**config.mk**
```make
export PLATFORM = sky130hd
export DESIGN_NAME = sccomp_state_dump
export DESIGN_NICKNAME = d
export VERILOG_FILES = /design/src/rtl/sccomp_state_dump.sv
export SDC_FILE = /design/constraint.sdc
export NUM_CORES = 1
export LEC_CHECK = 0
export BUFFER_PORTS_ARGS = -buffer_cell sky130_fd_sc_hd__buf_2
export CAP_MARGIN = 20
export CORE_UTILIZATION = 36
export DETAILED_ROUTE_END_ITERATION = 7
export HOLD_SLACK_MARGIN = 0.15
export SLEW_MARGIN = 20
export SYNTH_ARGS = -nofsm -noshare
export SYNTH_HDL_FRONTEND = slang
export SYNTH_SLANG_ARGS = --single-unit
export TNS_END_PERCENT = 5
```
**constraint.sdc**
```tcl
create_clock -name clk -period 4.75 [get_ports clk]
set_input_delay 0.475 -clock clk [delete_from_list [all_inputs] [get_ports clk]]
set_output_delay 0.475 -clock clk [all_outputs]
set_load 0.01 [all_outputs]
```
**src/rtl/sccomp_state_dump.sv**
```systemverilog
// End-of-run state dump for the single-cycle core: halts after STOP_INSTR retired
// instructions, then streams PC, INSTR, the register file and data memory as words.
module sccomp_state_dump #(
   parameter int unsigned STOP_INSTR = 10,
   parameter int unsigned DM_AW      = 7,
   parameter int unsigned DM_WORDS   = 1 << DM_AW
) (
   input  logic             clk,
   input  logic             rst,
   input  logic             step,
   input  logic [31:0]      pc,
   input  logic [31:0]      instr,
   output logic             halt,
   output logic [4:0]       rf_raddr,
   input  logic [31:0]      rf_rdata,
   output logic [DM_AW-1:0] dm_raddr,
   input  logic [31:0]      dm_rdata,
   output logic             out_valid,
   input  logic             out_ready,
   output logic [31:0]      out_data,
   output logic             out_last,
   output logic             done
);

   localparam logic [8:0]  IDX_PC    = 9'd0;
   localparam logic [8:0]  IDX_PCW   = 9'd1;
   localparam logic [8:0]  IDX_INSTR = 9'd2;
   localparam logic [8:0]  IDX_RF0   = 9'd3;
   localparam logic [8:0]  IDX_RFN   = 9'd34;
   localparam logic [8:0]  IDX_DM0   = 9'd35;
   localparam logic [8:0]  IDX_LAST  = 9'(34 + DM_WORDS);
   localparam logic [31:0] STOP_CNT  = 32'(STOP_INSTR);

   typedef enum logic [1:0] {
      S_RUN,
      S_DUMP,
      S_DONE
   } state_t;

   state_t      r_state;
   logic [31:0] r_count;
   logic [8:0]  r_idx;
   logic [31:0] r_pc_snap;
   logic [31:0] r_instr_snap;

   logic w_at_stop;
   logic w_in_dump;
   logic w_is_rf;
   logic w_is_dm;
   logic w_fire;

   assign w_at_stop = (r_count == STOP_CNT);
   assign w_in_dump = (r_state == S_DUMP);
   assign w_is_rf   = w_in_dump && (r_idx >= IDX_RF0) && (r_idx <= IDX_RFN);
   assign w_is_dm   = w_in_dump && (r_idx >= IDX_DM0);
   assign w_fire    = w_in_dump && out_ready;

   // halt is combinational in RUN so the instruction at the stop PC never commits
   assign halt      = (r_state != S_RUN) || w_at_stop;
   assign out_valid = w_in_dump;
   assign out_last  = w_in_dump && (r_idx == IDX_LAST);
   assign done      = (r_state == S_DONE);

   assign rf_raddr  = w_is_rf ? 5'(r_idx - IDX_RF0) : '0;
   assign dm_raddr  = w_is_dm ? DM_AW'(r_idx - IDX_DM0) : '0;

   // Read data is stable while stalled because the core is frozen during the dump
   always_comb begin
      out_data = '0;
      if (w_in_dump) begin
         if (r_idx == IDX_PC)
            out_data = r_pc_snap;
         else if (r_idx == IDX_PCW)
            out_data = {2'b00, r_pc_snap[31:2]};
         else if (r_idx == IDX_INSTR)
            out_data = r_instr_snap;
         else if (r_idx == IDX_RF0)
            out_data = '0;
         else if (w_is_rf)
            out_data = rf_rdata;
         else
            out_data = dm_rdata;
      end
   end

   always_ff @(posedge clk) begin
      if (rst) begin
         r_state      <= S_RUN;
         r_count      <= '0;
         r_idx        <= '0;
         r_pc_snap    <= '0;
         r_instr_snap <= '0;
      end else begin
         case (r_state)
            S_RUN: begin
               if (w_at_stop) begin
                  r_pc_snap    <= pc;
                  r_instr_snap <= instr;
                  r_idx        <= '0;
                  r_state      <= S_DUMP;
               end else if (step && (r_count < STOP_CNT)) begin
                  r_count <= r_count + 32'd1;
               end
            end
            S_DUMP: begin
               if (w_fire) begin
                  if (r_idx == IDX_LAST)
                     r_state <= S_DONE;
                  else
                     r_idx <= r_idx + 9'd1;
               end
            end
            S_DONE: begin
               r_state <= S_DONE;
            end
            default: begin
               r_state <= S_RUN;
            end
         endcase
      end
   end

endmodule

```
==> summary.md <==
| Metric | Value |
|---|---|
| Total Neg Setup Slack | 0 ns |
| Die H | 121.5 um |
| Drt via density | 5.449 |
| Sequential fraction of the synthesis area | 41.65% |
| # resized after CTS | 0 |
| Fin. Hold Viols | 0 |
| Reg2Reg Depth | 6 |
| Beginning of the worst hold path | instr[13] |
| Hold Path Class | in -> reg |
| Post-synth EDFFs | 0 |
| Synth Cell Area | about 0.0051 mm^2 |
| Req. time, crit path | 4.28 ns |
| Type of the worst setup path | reg -> out |
| CTS Buf Count | 9 |
| YS warnings | 0 |
| R2r endpoint | r_pc_snap[4] |
| FF-to-FF setup slack | about 2.3 ns |
| CP peak stage delay | 0.56 ns |
| Root Buffer | clkbuf_16 |
| Chip width | 121.5 um |
| Synth-to-Final Area Change | 25.16% |
| Fin crit period | between 3 and 4 ns |
| Worst Setup End Kind | output pin |
| Number of port buffers | 179 |
| FMAX | 0.2683 GHz |
| CTS tree | yes |
| Hold bufs inserted after CTS | 0 |
| # setup viols final | 0 |
| First-pass GRT wire length | 24.75 mm |
| Reg2reg start | r_count[31] |
| Fin crit share | between 70% and 80% |
| Starting density of the core | 37.05% |
| Largest net degree at the start of global routing | 106 |
| Hold depth | 3 |
| Bufs and invs on worst path | 2 |
| Slew @ Worst Pin | 1.099 ns |
| FILL cells | 1,398 |
| P_leak | 2.551 nW |
| Vias in the first global route | between 4,000 and 5,000 |
| Routed WL | 15.89 mm |
| Vias | 5,340 |
| CTS max path bufs | 2 |
| Total track usage | 21.45% |
| Avg Inst Size Synth | 7.851 um^2 |
| Cells after synthesis | 655 |
| Final hold slack | around 0.36 ns |
| Pwr dens | 288.9 mW/mm^2 |
| Max_cap viols | 0 |
| Crit path launch type | flop |
| Worst relative slew slack | a little over a quarter |
| Router iterations before antenna repair | 5 |
| Status | completed |
| Worst-path clk slew | 0.07 ns |
| DRC viols | 0 |
| Final core occ | 46.37% |
| Clock sink total | 107 |
| Grt ovf | 0 |
| Routed Antenna Nets | 0 |
| Core area | 0.01388 mm^2 |
| Slew Viols, Final | 0 |
| Hold endpoint | r_instr_snap[13] |
| Initial antenna violation count | 0 |
| IR drop worst, VDD | around 0.18 mV |
| Detailed placement HPWL | 10.66 mm |
| Post-route insts no fill | 980 |
| Routed len/inst | 16.21 um |
| N_diodes | 0 |
| Die ar. | 0.01477 mm^2 |
| Final Skew | 0.006764 ns |
| CP top delay family | compound AO/OA/AOI/OAI gates |
| Layout cell share with drive strength beyond 1 | about a quarter |
| Main synth FF type | dfxtp_1 |
| Row Count | 43 |
| Unrepaired setup endpoints after global routing | no |
| DR iter-0 viols | around 460 |
| CP cell instances | ha_1 -> or4_4 -> o311a_4 -> a21oi_4 -> buf_4 -> a221oi_1 -> a21oi_1 -> buf_2 |
| Max FO, Critical Path | 19 |
| Flop and latch count out of synthesis | ~110 |
| Yosys cell types | 45 |
| CP arrival | 3.25 ns |
| Post-CTS setup repair buffer count | 0 |
| Async SR Flop Fraction | 0% |
| Io pins | 180 |
| Syn Nets | 796 |
| Final net count | around 940 |
| Worst path slowest cell | a21oi_4 |
| Placed cells | 964 |
| H-tree lvl count | 3 |
| Clock latency on the worst-skew pair | 0.35 ns |
| Placer's final routability congestion estimate | 0.8233 |
## tightest hold or removal path, delay by kind of cell
| kind | cells | cell delay [ns] |
|---|---|---|
| and+or+nand+nor | 1 | 0.04 |
| AOI/OAI and AO/OA | 1 | 0.05 |
| buffers and inverters | 1 | 0.09 |
## final cells by class
class / count / area (um^2) / area share, %
Multi-Input combinational cell: 482 / 2734 / 42.48
Timing Repair Buffer: 186 / 950.9 / 14.77
Inverter: 9 / 33.78 / 0.5249
Clock buffer: 10 / 239.0 / 3.713
Tap cell: 180 / 225.2 / 3.499
Sequential cell: 107 / 2142 / 33.28
Clock inverter: 6 / 111.4 / 1.730
## cells in the final DEF (no fill, tap or decap), types with 2 or more instances in the layout
| master | count |
|---|---|
| or4_1 | 10 |
| nor2_1 | 23 |
| clkbuf_16 | 9 |
| a21oi_1 | 104 |
| xnor2_1 | 4 |
| a21o_1 | 2 |
| nand2b_1 | 5 |
| a32oi_1 | 2 |
| inv_1 | 9 |
| mux2i_1 | 4 |
| buf_4 | 8 |
| dfxtp_1 | 107 |
| nand3b_1 | 2 |
| ha_1 | 9 |
| nand3_1 | 6 |
| buf_2 | 178 |
| o21ai_0 | 6 |
| nand4_1 | 2 |
| nor3_1 | 3 |
| bufinv_16 | 3 |
| nor4_1 | 8 |
| o22ai_1 | 2 |
| xor2_1 | 2 |
| o221ai_1 | 30 |
| and2_1 | 3 |
| nor2b_1 | 29 |
| and3_1 | 2 |
| a221oi_1 | 30 |
| o31ai_1 | 7 |
| nand2_1 | 167 |
## stage by stage
step                worst slack [ns]  instance area (um^2)   power, W
floorplan                      2.124                  5142  0.0009439
CTS                           0.7124                  6419   0.001875
detailed placement             1.111                  6068   0.001004
global placement               1.224                  6068   0.001002
global route                  0.8877                  6436   0.001922
finish                         1.022                  6436   0.001859
## where the power goes
part / switching [W] / leakage [nW] / total (W) / internal, W
Sequential: 0.00000254 / 0.862 / 0.000901 / 0.000898
Combinational: 0.0000385 / 1.52 / 0.0000825 / 0.0000439
Clock: 0.000345 / 0.169 / 0.000876 / 0.000531
## registers in the layout, indices dropped and copies added (netlist names)
signal / flops
r_idx: 9
r_count: 32
r_pc_snap: 32
r_state: 2
r_instr_snap: 32
## routing by layer
layer,vias up,part of all wire [%],global-route usage (%)
met2,195,47,34.80
met4,0,1.8,6.559
met3,21,6.0,5.122
li1,2613,-,-
met5,-,0,0
met1,2511,45,28.06
## logic make-up (layout without fill, tap and decap cells)
group | Yosys count | in the layout | synth area share, %
AO/OA/AOI/OAI | 194 | 194 | 24.82
XOR/XNOR | 6 | 6 | 1.022
adder cells (fa/ha/maj) | 9 | 9 | 2.190
buffers and inverters | 66 | 211 | 5.766
flip-flops | 107 | 107 | 41.65
multiplexers | 4 | 4 | 0.7786
AND/OR/NAND/NOR | 269 | 269 | 23.77
## cell usage after synthesis (3+ instances only)
library cell | count | share of area, %
a221oi_1 | 30 | 5.1
clkbuf_1 | 38 | 2.8
xnor2_1 | 4 | 0.68
nand2_1 | 168 | 12
inv_1 | 9 | 0.66
a21oi_1 | 104 | 10
nand2b_1 | 5 | 0.61
or4_1 | 11 | 1.6
o21ai_0 | 6 | 0.58
nor4_1 | 9 | 1.1
nor2b_1 | 29 | 3.5
dfxtp_1 | 107 | 42
o31ai_1 | 7 | 1.0
nor3_1 | 3 | 0.29
nor2_1 | 23 | 1.7
ha_1 | 9 | 2.2
buf_6 | 4 | 0.88
nand3_1 | 6 | 0.58
mux2i_1 | 4 | 0.78
buf_2 | 15 | 1.5
o221ai_1 | 30 | 5.1
and2_1 | 3 | 0.37
## worst max path at each step
stage | from | endpoint | slack, ns | cells past startpoint
finish | r_idx[0] | out_data[5] | 1.02 | 8
global route | r_idx[0] | out_data[12] | 0.89 | 8
CTS | r_idx[0] | out_data[5] | 0.71 | 8
detailed placement | r_idx[0] | out_data[5] | 1.11 | 8
global placement | r_idx[0] | out_data[13] | 1.22 | 8
floorplan | r_idx[0] | out_data[10] | 2.12 | 8
No activity file was read; power rests on OpenSTA's default activity.
